$ cat src/rtl/thread_switch_controller.sv
// thread_switch_controller: two-thread coarse-grained switch control for fetch (miss and quantum switching, stall, redirect)
module thread_switch_controller #(
  parameter int ADDR_WIDTH = 26,
  parameter int QUANTUM = 64,
  parameter int QCNT_W = 8
) (
  input  logic                  clk,
  input  logic                  rst,
  input  logic                  i_stall,
  input  logic [ADDR_WIDTH-1:0] i_pc_current,
  input  logic                  i_miss_req,
  input  logic [ADDR_WIDTH-1:0] i_miss_pc,
  input  logic                  i_miss_done,
  input  logic                  i_miss_done_tid,
  output logic                  o_thread_switch,
  output logic                  o_thread_id,
  output logic [ADDR_WIDTH-1:0] o_thread_resume_pc_0,
  output logic [ADDR_WIDTH-1:0] o_thread_resume_pc_1,
  output logic                  o_stall_req,
  output logic                  o_load_we,
  output logic [ADDR_WIDTH-1:0] o_load_pc
);
  typedef enum logic [1:0] {RUN, SWITCH, WAIT} state_t;
  state_t state;
  logic [1:0] blocked;
  logic [QCNT_W-1:0] qcnt;
  logic [1:0] clr;
  logic [1:0] blk_eff;
  logic oth;
  logic expire;
  logic wr_en;
  logic [ADDR_WIDTH-1:0] src;
  logic [ADDR_WIDTH-1:0] wr_pc;
  logic [ADDR_WIDTH-1:0] cur_pc;
  localparam logic [ADDR_WIDTH-1:0] MSB = {1'b1, {(ADDR_WIDTH-1){1'b0}}};
  assign clr = {i_miss_done & i_miss_done_tid, i_miss_done & ~i_miss_done_tid};
  assign blk_eff = blocked & ~clr;
  assign oth = ~o_thread_id;
  assign expire = qcnt == QCNT_W'(QUANTUM - 1) && !i_stall;
  assign wr_en = state == RUN && (i_miss_req || (expire && !blk_eff[oth]));
  assign src = i_miss_req ? i_miss_pc : i_pc_current;
  assign wr_pc = (src | MSB) & {o_thread_id, {(ADDR_WIDTH-1){1'b1}}};
  assign cur_pc = o_thread_id ? o_thread_resume_pc_1 : o_thread_resume_pc_0;
  always_ff @(posedge clk) begin
    if (rst) begin
      state <= RUN;
      o_thread_id <= 1'b0;
      o_thread_resume_pc_0 <= '0;
      o_thread_resume_pc_1 <= MSB;
      blocked <= 2'b00;
      qcnt <= '0;
      o_thread_switch <= 1'b0;
      o_stall_req <= 1'b0;
      o_load_we <= 1'b0;
      o_load_pc <= '0;
    end else begin
      o_thread_switch <= 1'b0;
      o_load_we <= 1'b0;
      blocked <= blk_eff;
      if (wr_en && o_thread_id) o_thread_resume_pc_1 <= wr_pc;
      if (wr_en && !o_thread_id) o_thread_resume_pc_0 <= wr_pc;
      case (state)
        RUN: begin
          if (i_miss_req) begin
            blocked[o_thread_id] <= 1'b1;
            qcnt <= '0;
            state <= blk_eff[oth] ? WAIT : SWITCH;
            o_stall_req <= blk_eff[oth];
            o_thread_switch <= !blk_eff[oth];
          end else if (expire) begin
            qcnt <= '0;
            state <= blk_eff[oth] ? RUN : SWITCH;
            o_thread_switch <= !blk_eff[oth];
          end else if (!i_stall) begin
            qcnt <= qcnt + 1'b1;
          end
        end
        SWITCH: begin
          state <= RUN;
          o_thread_id <= oth;
          qcnt <= '0;
        end
        WAIT: begin
          if (i_miss_done) begin
            o_stall_req <= 1'b0;
            state <= i_miss_done_tid == o_thread_id ? RUN : SWITCH;
            o_thread_switch <= i_miss_done_tid != o_thread_id;
            o_load_we <= i_miss_done_tid == o_thread_id;
            o_load_pc <= cur_pc;
          end
        end
        default: state <= RUN;
      endcase
    end
  end
endmodule
$ cat config.mk
export PLATFORM = sky130hd
export DESIGN_NAME = thread_switch_controller
export DESIGN_NICKNAME = d
export VERILOG_FILES = /design/src/rtl/thread_switch_controller.sv
export SDC_FILE = /design/constraint.sdc
export NUM_CORES = 1
export LEC_CHECK = 0
export CORE_MARGIN = 2
export CORE_UTILIZATION = 45
export CTS_CLUSTER_SIZE = 8
export DETAILED_ROUTE_END_ITERATION = 7
export PLACE_DENSITY_LB_ADDON = 0.1
export SLEW_MARGIN = 40
export SYNTH_ARGS = -nofsm -noshare
export SYNTH_HDL_FRONTEND = slang
export SYNTH_SLANG_ARGS = --single-unit
$ cat constraint.sdc
create_clock -name clk -period 3.9 [get_ports clk]
set_clock_uncertainty 0.1 [all_clocks]
set_input_delay 0.78 -clock clk [delete_from_list [all_inputs] [get_ports clk]]
set_output_delay 0.78 -clock clk [all_outputs]
set_load 0.01 [all_outputs]
==> results.md <==
- Status: complete, no violations
- Post-synth net total: 470
- Initial antenna violation count: 0
- GRT Total Usage: between 20% and 30%
- Setup_tns: 0 ns
- Die Y: about 100 um
- Clock Sinks: between 90 and 100
- CTS root buf: clkbuf_8
- Diodes inserted: 0
- Post_cts resized: 0
- Power per Cell Area: between 300 and 400 mW/mm2
- Final hold vios: 0
- Wire per inst: 16.7 um
- Ports: 140
- R2r setup slk: around 1.6 ns
- Largest area contributor in the netlist: dfxtp_1
- CTS tree: built
- CP max stage cell: clkdlybuf4s50_1
- CTS Buf Count: 9
- 1st-iter DRT viols: 66
- CP cell instances: clkdlybuf4s50_1, nand2b_1, a32o_1, o41ai_4, buf_4, a21oi_1, a211oi_1
- Wire length on met2: around 5 mm
- Synthesized cell area: 0.00402 mm2
- # placed instances: around 630
- Headroom to the max-slew limit: 45.5%
- Worst-path clk slew: 0.09 ns
- Largest net degree at the start of global routing: 56
- Kind of critical path: in2reg
- Post-route cell area: 0.00559 mm2
- Port Buf Inserts: 137
- Peak Freq: 374 MHz
- Crit path arrival time: 2.84 ns
- Period utilization: 68.6%
- Ranking of synthesized cells by area: dfxtp_1 47%, a211oi_1 14%, mux2i_1 13%
- Nets: 589
- WL met3: 687 um
- Initial core utilization: a little under half
- Placement Cell Area: roughly 0.0054 mm2
- VDD IR max: 0.224 mV
- CP endpoint kind: register
- Post-CTS Setup Inserts: 0
- Filler cells: ~750
- Die Width: 98.6 um
- Most common cell after layout, fill and taps aside: clkdlybuf4s50_1
- Via/cell ratio: 5.55
- Rows: 34
- Dpl hpwl: between 7 and 8 mm
- Grt ovf: 0
- Htree depth: 3
- Max incr delay on CP: approximately 0.46 ns
- Share of layout cells above drive strength 1: approximately 6.4%
- Worst-path maximum fanout: 28
- Mux contribution to synthesized area: 13.0%
- Mean Syn Cell Area: 9.79 um2
- Number of global-route vias before repair: 3487
- Maxcap violations: 0
- Final min period: 2.67 ns
- First-pass GRT wire length: 17.5 mm
- Actual slew at the worst max-slew pin: ~0.8 ns
- Drt total wl: between 10 and 15 mm
- Critical Path RT: 4.06 ns
- DR vias: 3566
- Area grow syn2layout: 39.0%
- #FFs+latches synth: 94
- Clock Tree Buf Depth: 2
- Post-Syn Instances: 411
- Synth top area share: between 40% and 50%
- Highest Signal Layer: met4
- Seq/Total Area, Yosys: between 40% and 50%
- Final Core Density: 64.4%
- Synth Area in XOR/XNOR: roughly 1.7%
- Ys Warns: 0
- Final Wtd Congestion: approximately 0.80
- Non-Filler Instances: 642
- Final ANT Viol Nets: 0
- Metal1 wirelength: between 4 and 5 mm
- Die area: 0.00971 mm2
- Post-synthesis compound-gate area fraction: 23.4%
- Core Box Area: a little under 0.009 mm2
- Post-Synth Adder-Cell Area: 0.311%
- Slew Viols, Final: 0
- DRC viols: 0
- CTS Hold Bufs: 0
- Final setup viols: 0
- Main combinational cell family by area after synthesis: compound AO/OA/AOI/OAI gates
- Synth Area in Simple Gates: 8.71%
- RSZ-0062 raised after global routing: no
- Most frequent cells in the layout: 135 x clkdlybuf4s50_1, 93 x dfxtp_1, 76 x a211oi_1
- Hold Crit Class: reg2reg
- Skew-Pair Late Insertion Delay: about 0.36 ns
- Post-synthesis cell type count: 37
- First-pass detailed-route iteration total: 4
- P_leak: ~1.9 nW
- CP startpoint kind: primary input
==> power breakdown <==
group | leakage [nW] | internal [W] | switching [W]
clock | 0.0994 | 0.000357 | 0.000325
sequential | 0.766 | 0.00102 | 0.0000505
combinational | 1.04 | 0.000231 | 0.000213
==> sequential cells by signal (all words and copies together) (netlist names) <==
signal and cells:
o_load_pc 26, o_thread_resume_pc_0 26, o_thread_resume_pc_1 26, qcnt 8, blocked 2, state 2, o_load_we 1, o_stall_req 1
o_thread_id 1, o_thread_switch 1
==> synthesized netlist by cell type (all sizes together) <==
cell type	count
mux2	1
mux2i	51
xnor2	2
ha	1
nor3b	1
nor4	1
nor2	42
o31ai	2
xor2	6
a21oi	54
nand2	6
a32o	1
buf	15
a32oi	2
o41ai	2
o22ai	1
nand4	4
and2	3
or2	1
nor3	3
nand3	2
or3	2
dfxtp	94
or4	1
and3	3
clkbuf	26
a22oi	1
inv	2
nor2b	2
a21o	1
a211oi	76
nand2b	2
==> worst paths after layout <==
check	startpoint	end	cells after the start
worst max-delay path	i_miss_done_tid	o_thread_resume_pc_0[14]	7
worst min-delay path	blocked[0]	blocked[0]	2
worst max register to register	o_thread_id	o_thread_resume_pc_0[14]	6
worst min register to register	blocked[0]	blocked[0]	2
==> cells by family after synthesis <==
logic type / count (synthesis)
compound gates: 140
fa+ha+maj: 1
simple gates: 73
xor+xnor: 8
mux: 52
buf+inv: 43
flops: 94
==> through the flow <==
step                hold WS [ns]  power [W]  setup slack [ns]
CTS                        0.369    0.00221              1.24
detailed placement         0.355    0.00153             0.873
global route               0.398    0.00230              1.08
global placement           0.347    0.00152             0.951
finish                     0.374    0.00219              1.23
floorplan                  0.336    0.00132              1.51
==> routing by layer <==
layer / global-route usage (%) / vias up
li1: - / 1756
met1: 29.3 / 1689
met2: 36.3 / 111
met3: 5.60 / 10
met4: 7.27 / 0
met5: 0 / -
==> area by class of cell <==
type                       instances  area, um2  share of cell area (%)
timing repair buffer             149       1460                    26.0
clock inverter                     4       72.6                    1.30
clock buffer                      11        131                    2.35
multi-input combinational        274       1910                    34.1
inverter                           2       7.51                   0.134
tap                              108        135                    2.42
sequential                        94       1880                    33.7
==> worst max-delay path: cells and delay by family <==
kind | cells | cell delay (ns)
AO/OA/AOI/OAI | 4 | 1.03
AND/OR/NAND/NOR | 1 | 0.18
buffers and inverters | 2 | 0.83
Note: power is estimated with default switching activity, not from simulation.
